<file path="src/rtl/spacewar_input_ctrl.sv">
// ---------------------------------------------------------------------------
// spacewar_input_ctrl
//
// Input-conditioning stage in front of the spacewar game core. The eight raw
// player buttons are synchronised, debounced and then turned into
// frame-locked game controls: ship heading, thrust level and rate-limited
// fire (and optionally hyperspace) pulses.
//
// Parameters
//   DEB_CNT        clk cycles a synced input must hold a new value (>= 2)
//   ROT_PERIOD     frame ticks between heading steps while rotating (>= 1)
//   FIRE_COOLDOWN  frame ticks between shots of one player (>= 1)
//   HEADING_W      heading width, 2**HEADING_W directions
//
// Ports
//   clk          system clock
//   rst_n        asynchronous reset, active low
//   btn_in[7:0]  raw buttons, active high; per player {fire,thrust,rotr,rotl},
//                P0 in [3:0], P1 in [7:4]
//   frame_tick   one-clk strobe per video frame
//   btn_state    debounced button levels
//   heading0/1   per-player heading
//   thrust[1:0]  per-player thrust level, [0] = P0
//   fire_pulse   one-clk shot request per player
//   hyper_pulse  one-clk hyperspace request per player
//
// Build option
//   SPACEWAR_HYPERSPACE_EN  when defined, rotl+rotr+fire held together asks
//                           for hyperspace instead of a shot; when undefined
//                           hyper_pulse is tied low and the combination
//                           fires normally.
// ---------------------------------------------------------------------------
module spacewar_input_ctrl #(
    parameter int unsigned DEB_CNT       = 1000,
    parameter int unsigned ROT_PERIOD    = 4,
    parameter int unsigned FIRE_COOLDOWN = 8,
    parameter int unsigned HEADING_W     = 4
) (
    input  logic                 clk,
    input  logic                 rst_n,
    input  logic [7:0]           btn_in,
    input  logic                 frame_tick,
    output logic [7:0]           btn_state,
    output logic [HEADING_W-1:0] heading0,
    output logic [HEADING_W-1:0] heading1,
    output logic [1:0]           thrust,
    output logic [1:0]           fire_pulse,
    output logic [1:0]           hyper_pulse
);

    localparam int unsigned NUM_BTN    = 8;
    localparam int unsigned NUM_PLAYER = 2;
    localparam int unsigned DEB_W      = $clog2(DEB_CNT);
    localparam int unsigned ROT_W      = (ROT_PERIOD > 1) ? $clog2(ROT_PERIOD) : 1;
    localparam int unsigned FCD_W      = $clog2(FIRE_COOLDOWN + 1);

    localparam logic [DEB_W-1:0] DEB_LAST = DEB_W'(DEB_CNT - 1);
    localparam logic [ROT_W-1:0] ROT_LAST = ROT_W'(ROT_PERIOD - 1);
    // Cooldown holds the number of ticks still blocked after a shot, so a
    // held button repeats exactly every FIRE_COOLDOWN ticks.
    localparam logic [FCD_W-1:0] FCD_LOAD = FCD_W'(FIRE_COOLDOWN - 1);

    // One player's debounced button group, in btn_in bit order.
    typedef struct packed {
        logic fire;
        logic thrust;
        logic rotr;
        logic rotl;
    } player_btn_t;

    // ------------------------------------------------------------------
    // Two-flop synchroniser per button
    // ------------------------------------------------------------------
    logic [NUM_BTN-1:0] sync1;
    logic [NUM_BTN-1:0] sync2;

    always_ff @(posedge clk or negedge rst_n) begin
        if (!rst_n) begin
            sync1 <= '0;
            sync2 <= '0;
        end else begin
            sync1 <= btn_in;
            sync2 <= sync1;
        end
    end

    // ------------------------------------------------------------------
    // Debounce: a synced mismatch must persist DEB_CNT cycles to be taken
    // ------------------------------------------------------------------
    logic [DEB_W-1:0]   deb_cnt     [NUM_BTN];
    logic [DEB_W-1:0]   deb_cnt_nxt [NUM_BTN];
    logic [NUM_BTN-1:0] btn_state_nxt;

    always_comb begin
        btn_state_nxt = btn_state;
        for (int i = 0; i < NUM_BTN; i++) begin
            deb_cnt_nxt[i] = '0;
            if (sync2[i] != btn_state[i]) begin
                if (deb_cnt[i] == DEB_LAST) begin
                    btn_state_nxt[i] = sync2[i];
                end else begin
                    deb_cnt_nxt[i] = deb_cnt[i] + DEB_W'(1);
                end
            end
        end
    end

    always_ff @(posedge clk or negedge rst_n) begin
        if (!rst_n) begin
            btn_state <= '0;
            for (int i = 0; i < NUM_BTN; i++) begin
                deb_cnt[i] <= '0;
            end
        end else begin
            btn_state <= btn_state_nxt;
            for (int i = 0; i < NUM_BTN; i++) begin
                deb_cnt[i] <= deb_cnt_nxt[i];
            end
        end
    end

    // ------------------------------------------------------------------
    // Frame-locked player logic
    // ------------------------------------------------------------------
    logic [HEADING_W-1:0]  heading_q   [NUM_PLAYER];
    logic [HEADING_W-1:0]  heading_nxt [NUM_PLAYER];
    logic [ROT_W-1:0]      rot_cnt     [NUM_PLAYER];
    logic [ROT_W-1:0]      rot_cnt_nxt [NUM_PLAYER];
    logic [FCD_W-1:0]      fire_cd     [NUM_PLAYER];
    logic [FCD_W-1:0]      fire_cd_nxt [NUM_PLAYER];
    logic [NUM_PLAYER-1:0] thrust_nxt;
    logic [NUM_PLAYER-1:0] fire_nxt;
    logic [NUM_PLAYER-1:0] fire_req;
    player_btn_t           pb;

`ifdef SPACEWAR_HYPERSPACE_EN
    localparam int unsigned      HCD_W    = $clog2(4 * FIRE_COOLDOWN + 1);
    localparam logic [HCD_W-1:0] HCD_LOAD = HCD_W'(4 * FIRE_COOLDOWN - 1);

    logic [HCD_W-1:0]      hyper_cd     [NUM_PLAYER];
    logic [HCD_W-1:0]      hyper_cd_nxt [NUM_PLAYER];
    logic [NUM_PLAYER-1:0] hyper_nxt;
    logic [NUM_PLAYER-1:0] hyper_req;

    // Hyperspace combo: while held it replaces firing entirely.
    always_comb begin
        hyper_nxt = '0;
        hyper_req = '0;
        fire_req  = '0;
        for (int p = 0; p < NUM_PLAYER; p++) begin
            hyper_cd_nxt[p] = hyper_cd[p];
            hyper_req[p] = btn_state[4*p] & btn_state[4*p+1] & btn_state[4*p+3];
            fire_req[p]  = btn_state[4*p+3] & ~hyper_req[p];
            if (frame_tick) begin
                if (hyper_req[p] && (hyper_cd[p] == '0)) begin
                    hyper_nxt[p]    = 1'b1;
                    hyper_cd_nxt[p] = HCD_LOAD;
                end else if (hyper_cd[p] != '0) begin
                    hyper_cd_nxt[p] = hyper_cd[p] - HCD_W'(1);
                end
            end
        end
    end

    always_ff @(posedge clk or negedge rst_n) begin
        if (!rst_n) begin
            hyper_pulse <= '0;
            for (int p = 0; p < NUM_PLAYER; p++) begin
                hyper_cd[p] <= '0;
            end
        end else begin
            hyper_pulse <= hyper_nxt;
            for (int p = 0; p < NUM_PLAYER; p++) begin
                hyper_cd[p] <= hyper_cd_nxt[p];
            end
        end
    end
`else
    always_comb begin
        fire_req = '0;
        for (int p = 0; p < NUM_PLAYER; p++) begin
            fire_req[p] = btn_state[4*p+3];
        end
    end

    assign hyper_pulse = '0;
`endif

    // Rotation, thrust and fire next-state; nothing moves off a tick.
    always_comb begin
        pb         = '0;
        thrust_nxt = thrust;
        fire_nxt   = '0;
        for (int p = 0; p < NUM_PLAYER; p++) begin
            heading_nxt[p] = heading_q[p];
            rot_cnt_nxt[p] = rot_cnt[p];
            fire_cd_nxt[p] = fire_cd[p];
            if (frame_tick) begin
                pb = player_btn_t'(btn_state[4*p +: 4]);

                // Exactly one rotate button: step on the first tick of each
                // ROT_PERIOD window; neither or both restarts the window.
                if (pb.rotl ^ pb.rotr) begin
                    if (rot_cnt[p] == '0) begin
                        heading_nxt[p] = pb.rotr ? heading_q[p] + HEADING_W'(1)
                                                 : heading_q[p] - HEADING_W'(1);
                    end
                    rot_cnt_nxt[p] = (rot_cnt[p] == ROT_LAST) ? '0
                                                              : rot_cnt[p] + ROT_W'(1);
                end else begin
                    rot_cnt_nxt[p] = '0;
                end

                thrust_nxt[p] = pb.thrust;

                if (fire_req[p] && (fire_cd[p] == '0)) begin
                    fire_nxt[p]    = 1'b1;
                    fire_cd_nxt[p] = FCD_LOAD;
                end else if (fire_cd[p] != '0) begin
                    fire_cd_nxt[p] = fire_cd[p] - FCD_W'(1);
                end
            end
        end
    end

    always_ff @(posedge clk or negedge rst_n) begin
        if (!rst_n) begin
            thrust     <= '0;
            fire_pulse <= '0;
            for (int p = 0; p < NUM_PLAYER; p++) begin
                heading_q[p] <= '0;
                rot_cnt[p]   <= '0;
                fire_cd[p]   <= '0;
            end
        end else begin
            thrust     <= thrust_nxt;
            fire_pulse <= fire_nxt;
            for (int p = 0; p < NUM_PLAYER; p++) begin
                heading_q[p] <= heading_nxt[p];
                rot_cnt[p]   <= rot_cnt_nxt[p];
                fire_cd[p]   <= fire_cd_nxt[p];
            end
        end
    end

    assign heading0 = heading_q[0];
    assign heading1 = heading_q[1];

endmodule

</file>
<file path="config.mk">
export PLATFORM = sky130hd
export DESIGN_NAME = spacewar_input_ctrl
export DESIGN_NICKNAME = d
export VERILOG_FILES = /design/src/rtl/spacewar_input_ctrl.sv
export SDC_FILE = /design/constraint.sdc
export NUM_CORES = 1
export LEC_CHECK = 0
export ABC_AREA = 0
export CAP_MARGIN = 20
export CORE_MARGIN = 5
export CORE_UTILIZATION = 45
export CTS_CLUSTER_DIAMETER = 60
export CTS_CLUSTER_SIZE = 14
export DETAILED_ROUTE_END_ITERATION = 7
export SETUP_SLACK_MARGIN = 0.5
export SYNTH_ARGS = -nofsm -noshare
export SYNTH_HDL_FRONTEND = slang
export SYNTH_SLANG_ARGS = --single-unit
</file>
<file path="constraint.sdc">
create_clock -name clk -period 1.9 [get_ports clk]
set_input_delay 0.285 -clock clk [delete_from_list [all_inputs] [get_ports clk]]
set_output_delay 0.285 -clock clk [all_outputs]
set_load 0.05 [all_outputs]
</file>
# Word-level counts from Yosys, hierarchy flattened
# Index checks and enable logic that the tools add are counted.
totals:
  reg_bits: 128
  in_bits: 11
  output_inout_bits: 22
classes:
  n_addsub: 16
  n_eq_ne: 18
  n_mux: 30
  bitwise: 2
  n_reduce_logical: 22
ops:
  columns: ["cell", "count"]
  rows:
  - ["two-way mux 10 bit", 16]
  - ["adder 10 x 1 -> 10 bit (second input constant)", 8]
  - ["equality test 10 bit (second input constant)", 8]
  - ["two-way mux 4 bit", 6]
  - ["AND reduction 2 bit", 10]
  - ["subtractor 4 x 1 -> 4 bit (second input constant)", 4]
  - ["adder 4 x 1 -> 4 bit (second input constant)", 2]
  - ["logical NOT 4 bit", 2]
  - ["two-way mux 2 bit", 4]
  - ["inequality test 1 bit", 8]
  - ["nonzero test 4 bit", 2]
  - ["AND reduction 3 bit", 2]
  - ["adder 2 x 1 -> 2 bit (second input constant)", 2]
  - ["equality test 2 bit (second input constant)", 2]
  - ["logical NOT 2 bit", 2]
  - ["two-way mux 1 bit", 4]
  - ["nonzero test 2 bit", 2]
  - ["logical AND 1 bit", 2]
  - ["XOR 1 bit", 2]

# Logic depth before layout (Yosys ltp)
logic_depth:
  depth_word: 4
  depth_mapped: 6
  mapped_depth_nobuf: 6

# Worst setup path after synthesis
# Ideal clock, no wire load.
synth_timing:
  path_type: "reg-to-reg"
  start: "reg btn_state[5]"
  end: "reg heading_q, in the netlist heading1[3]"
  setup_time_ns: 0.082
  t_arrival_ns: 1.909
  required_time_ns: 1.818
  slack_ns: -0.091
  stages_incl_launch_ff: 7
  n_path_buf: 0
  period_less_slack_ns: 1.991
  cell_sequence: "dfrtp_1 inv_1 ha_1 a21o_1 a21oi_1 mux2i_1 xor2_1"
synth_via:
  elab_chain_cells: 2
synth_lines:
  columns: ["item", "line", "source"]
  rows:
  - ["from (decl)", "43", "output logic [7:0] btn_state,"]
  - ["from (signal assigned)", "115", "btn_state <= btn_state_nxt;"]
  - ["XOR 1 bit", "203", "if (pb.rotl ^ pb.rotr) begin"]
  - ["AND reduction 3 bit (no line)", null, null]
  - ["to (signal, indexed assignment)", "239", "heading_q[p] <= heading_nxt[p];"]
  - ["to (decl)", "125", "logic [HEADING_W-1:0] heading_q [NUM_PLAYER];"]
# Parallel ways exist; a longest one is shown, timed or not.
# A chain may end at the register's enable or synchronous reset.

# Final worst setup path
layout_timing:
  start: "reg fire_cd[4] (netlist name)"
  end: "reg fire_cd[7] (netlist name)"
layout_via:
  elab_chain_cells: 4
layout_lines:
  columns: ["item", "line", "source"]
  rows:
  - ["from (decl)", "129", "logic [FCD_W-1:0] fire_cd [NUM_PLAYER];"]
  - ["from (signal, indexed assignment)", "241", "fire_cd[p] <= fire_cd_nxt[p];"]
  - ["parallel branches: the longest is 4 deep, another holds subtractor 4 x 1 -> 4 bit", null, null]
# Parallel ways; which one is timed is not known. The select of a mux whose other input is x is not followed.

==> run summary <==
Of the total power, the share spent switching nets is 0.216. After clock tree synthesis, the clock-pin slew on the worst setup and hold paths is 0.06 ns. The area growth from synthesis to final layout came out at 40.6%.

The kind of start point of the critical path is a register. The horizontal die dimension came out at 125 um. The final-report hold violation count is 0. Of all cell types, the one taking the most synthesized area is sky130_fd_sc_hd__dfrtp_1. The floorplan step defined a die boundary enclosing 15600 um2. Leaving out fill and tap cells, the most frequent cell in the layout is sky130_fd_sc_hd__dfrtp_1. Across the routed clock network, the largest skew measured is 0.0112 ns. The initial detailed-routing violation count is 182. The multi-input combinational cells in the finished layout cover a total of 3150 um2. The flow ran to the end, and the final reports show no timing, DRC or antenna violations.

The biggest fanout along the worst timing path is 3. The placeable core area came out at 13100 um2. The number of synthesized register bits is 128. Dividing the final minimum period by the clock period gives 0.865.

After routing, the total negative slack on setup checks comes to 0 ns. For this design, the slowest cell found on the critical path is sky130_fd_sc_hd__dfrtp_1. The number of antenna violations at the first check in global routing is 0. The total power divided by cell area came out at 863 nW/um2. In the layout the commonest cells are 114 x sky130_fd_sc_hd__dfrtp_1, 80 x sky130_fd_sc_hd__nor2_1, 65 x sky130_fd_sc_hd__buf_4, 34 x sky130_fd_sc_hd__xnor2_1, 29 x sky130_fd_sc_hd__nand2_1. The level count of the clock H-tree came out at 4. In the final layout, the share of cells above drive strength 1 is 0.370.

The proportion of power drawn by combinational gates is 0.091. The switching power summed over all nets came out at 1.56 mW. The internal power of the cells totals 5.65 mW. The static power due to leakage is 3.76 nW. After detailed routing, the total wire length is 12.1 mm. The half-perimeter wire length after detailed placement is 7.34 mm.

Timing would allow up to 0.608 GHz. The longest individual stage delay on the worst path is 0.35 ns. The TritonCTS clock tree is built. For the worst setup path, the data required time is 2.20 ns. The global placer's final weighted congestion is 0.821. The number of max-slew violations in the final report is 0.

The number of antenna repair diodes is 0. The count of unique library cells instantiated by Yosys came out at 47. The cell area after technology mapping came out at 5940 um2. The root buffer cell chosen for the clock tree is sky130_fd_sc_hd__clkbuf_16. The worst setup path is captured at a register.

The clock reaches the later pin of the worst-skew pair after 0.43 ns. The height of the die is 125 um. Before antenna repair, the detailed router went through 4 iterations. The number of setup violations in the final report is 0. The clock power share came out at 0.503. The first global-routing pass estimated 20.2 mm of wire. The critical path goes through inv_2, ha_4, or3b_4, o21ai_4, nor4_2, mux2_4. The number of clock buffers added by TritonCTS is 17. The sequential cell area is 3220 um2. The global-route congestion overflow total is 0. The number of warning messages in the yosys log came out at 0. The reg-to-reg setup timing slack came out at 0.26 ns.

By area the synthesized netlist is led by sky130_fd_sc_hd__dfrtp_1 54%, sky130_fd_sc_hd__nor2_1 6.3%, sky130_fd_sc_hd__xnor2_1 5.6%. Synthesis handed over a netlist of 561 instances. The routed wire length per instance is 13.9 um. The proportion of netlist area held by the largest area contributor is 0.540.

Counting the fill cells in the layout gives 985. The number of buffers added on ports is 30. The pre-CTS setup slack is 0.112 ns. The via count of the first global-routing pass came out at 4401. The average cell area after synthesis came out at 10.6 um2.

The sequential group share of total power came out at 0.406. Max-cap violations in this run came to 0. The count of pins on the block boundary is 33.

The total number of nets in the final design is 715. Subtracting the final worst setup slack from the clock period gives 1.64 ns. The sequential area share after synthesis is 0.540.

The maximum ir drop on the vdd rail is 0.000795 V. The min-delay analysis places its worst path in the category in2reg. The maximum number of pins on one net before global-route repair came out at 56.

The starting utilization of the core area is 0.454. In the routed layout, each cell is associated on average with a via count of 5.10. The number of antenna-violating nets in the routed design came out at 0. Setup repair after global routing could not meet its margin everywhere. The longest clock path from root to sink contains 2 buffers. Clock tree synthesis found a total of 128 sinks. The floorplan has 42 rows.

Across all layers, the routed design uses 4444 vias. At the worst endpoint, the arrival time is 1.95 ns. In the routed design, unresolved DRC markers number 0. The worst setup margin is 0.256 ns. Across every metal layer, demand over resource in global routing totals 0.160. The worst setup path is of the reg2reg kind.
power groups by stage:
stage / logic, mW / registers, mW / clock network, mW
floorplan: 0.244 / 2.94 / 0
CTS: 0.577 / 2.92 / 3.72
detailed placement: 0.386 / 2.96 / 0
global placement: 0.363 / 2.96 / 0
global route: 0.726 / 2.94 / 3.84
finish: 0.656 / 2.93 / 3.62
flip-flops by register name, indices dropped and copies added (netlist names), 4 cells and up:
register and count:
sync1 8, deb_cnt 80, heading1 4, rot_cnt 4
fire_cd 8, sync2 8, btn_state 8, heading0 4
logic make-up after synthesis:
family	count (synthesis)	synth area share
AOI/OAI and AO/OA	71	0.0805
xor gates and xnor gates	62	0.0915
adders and majority gates	22	0.0489
buffers and inverters	40	0.0284
DFF	128	0.540
muxes	17	0.0322
other	1	0.000632
and+or+nand+nor	220	0.178
timing repair:
| item | in CTS | in global routing |
|---|---|---|
| hold buffers | 1 | 0 |
| buffers inserted | 46 | 24 |
| resized for setup | 132 | 69 |
| setup endpoints to repair | 84 | 71 |
| hold endpoints to repair | 26 | 0 |
| pin swaps | 31 | 48 |
Yosys cell counts (all sizes together):
cell    instances
nand3          28
dfrtp         128
nor4            2
or3b            2
a21oi          18
mux2i           3
or4             2
nor3           12
buf             7
o21bai          4
mux2           14
and4            1
o211a           3
a311oi          2
a21o            4
or3             4
nor4bb          1
a31oi          11
o21ai          15
o21a            1
a211o           1
o22ai           3
xnor2          38
and4bb          6
nor2           99
inv            33
o21ba           1
o211ai          3
nand2          35
conb            1
and3           10
fa              2
nand4          17
a31o            1
a211oi          2
xor2           24
ha             20
o221a           2
nor3b           1
cell type report:
| class | count | area share |
|---|---|---|
| clock buffers | 22 | 0.0580 |
| clock inverters | 10 | 0.0216 |
| inverters | 33 | 0.0154 |
| multi-input cells | 394 | 0.377 |
| flip-flops and latches | 128 | 0.386 |
| well taps | 176 | 0.0264 |
| repair buffers | 108 | 0.115 |
routing by layer:
metal,wire length (um),track usage,vias up
met2,6190,0.269,65
li1,-,-,2180
met1,5300,0.184,2177
met3,466,0.0617,22
met4,190,0.0606,0
met5,0,0,-
worst max-delay path: cells and delay by family (launching register included):
family	cells	cell delay (ns)
flip-flops	1	0.35
multiplexers	1	0.32
AND/OR/NAND/NOR	2	0.57
adder cells (fa/ha/maj)	1	0.14
buffers and inverters	1	0.06
AO/OA/AOI/OAI	1	0.06
per-stage QoR:
stage               hold slack [ns]   util  cell area [um2]  total power, mW  cells
CTS                           0.275  0.604             7900             7.22    847
global route                  0.281  0.638             8350             7.51    871
finish                        0.299  0.638             8350             7.21    871
floorplan                   -0.0106      -             6060             3.19    562
detailed placement            0.242  0.503             6590             3.35    768
global placement              0.236  0.503             6590             3.32    768
path summary, 6_finish.rpt:
kind                            startpoint           to  depth (start not counted)
worst max-delay path            fire_cd[4]   fire_cd[7]                          6
worst min-delay path             btn_in[4]     sync1[4]                          1
worst max register to register  fire_cd[4]   fire_cd[7]                          6
worst min register to register    sync1[5]     sync2[5]                          0
max in group asynchronous            rst_n   deb_cnt[4]                          3
min in group asynchronous            rst_n  deb_cnt[63]                          2
Power figures use the tool's default switching activity.
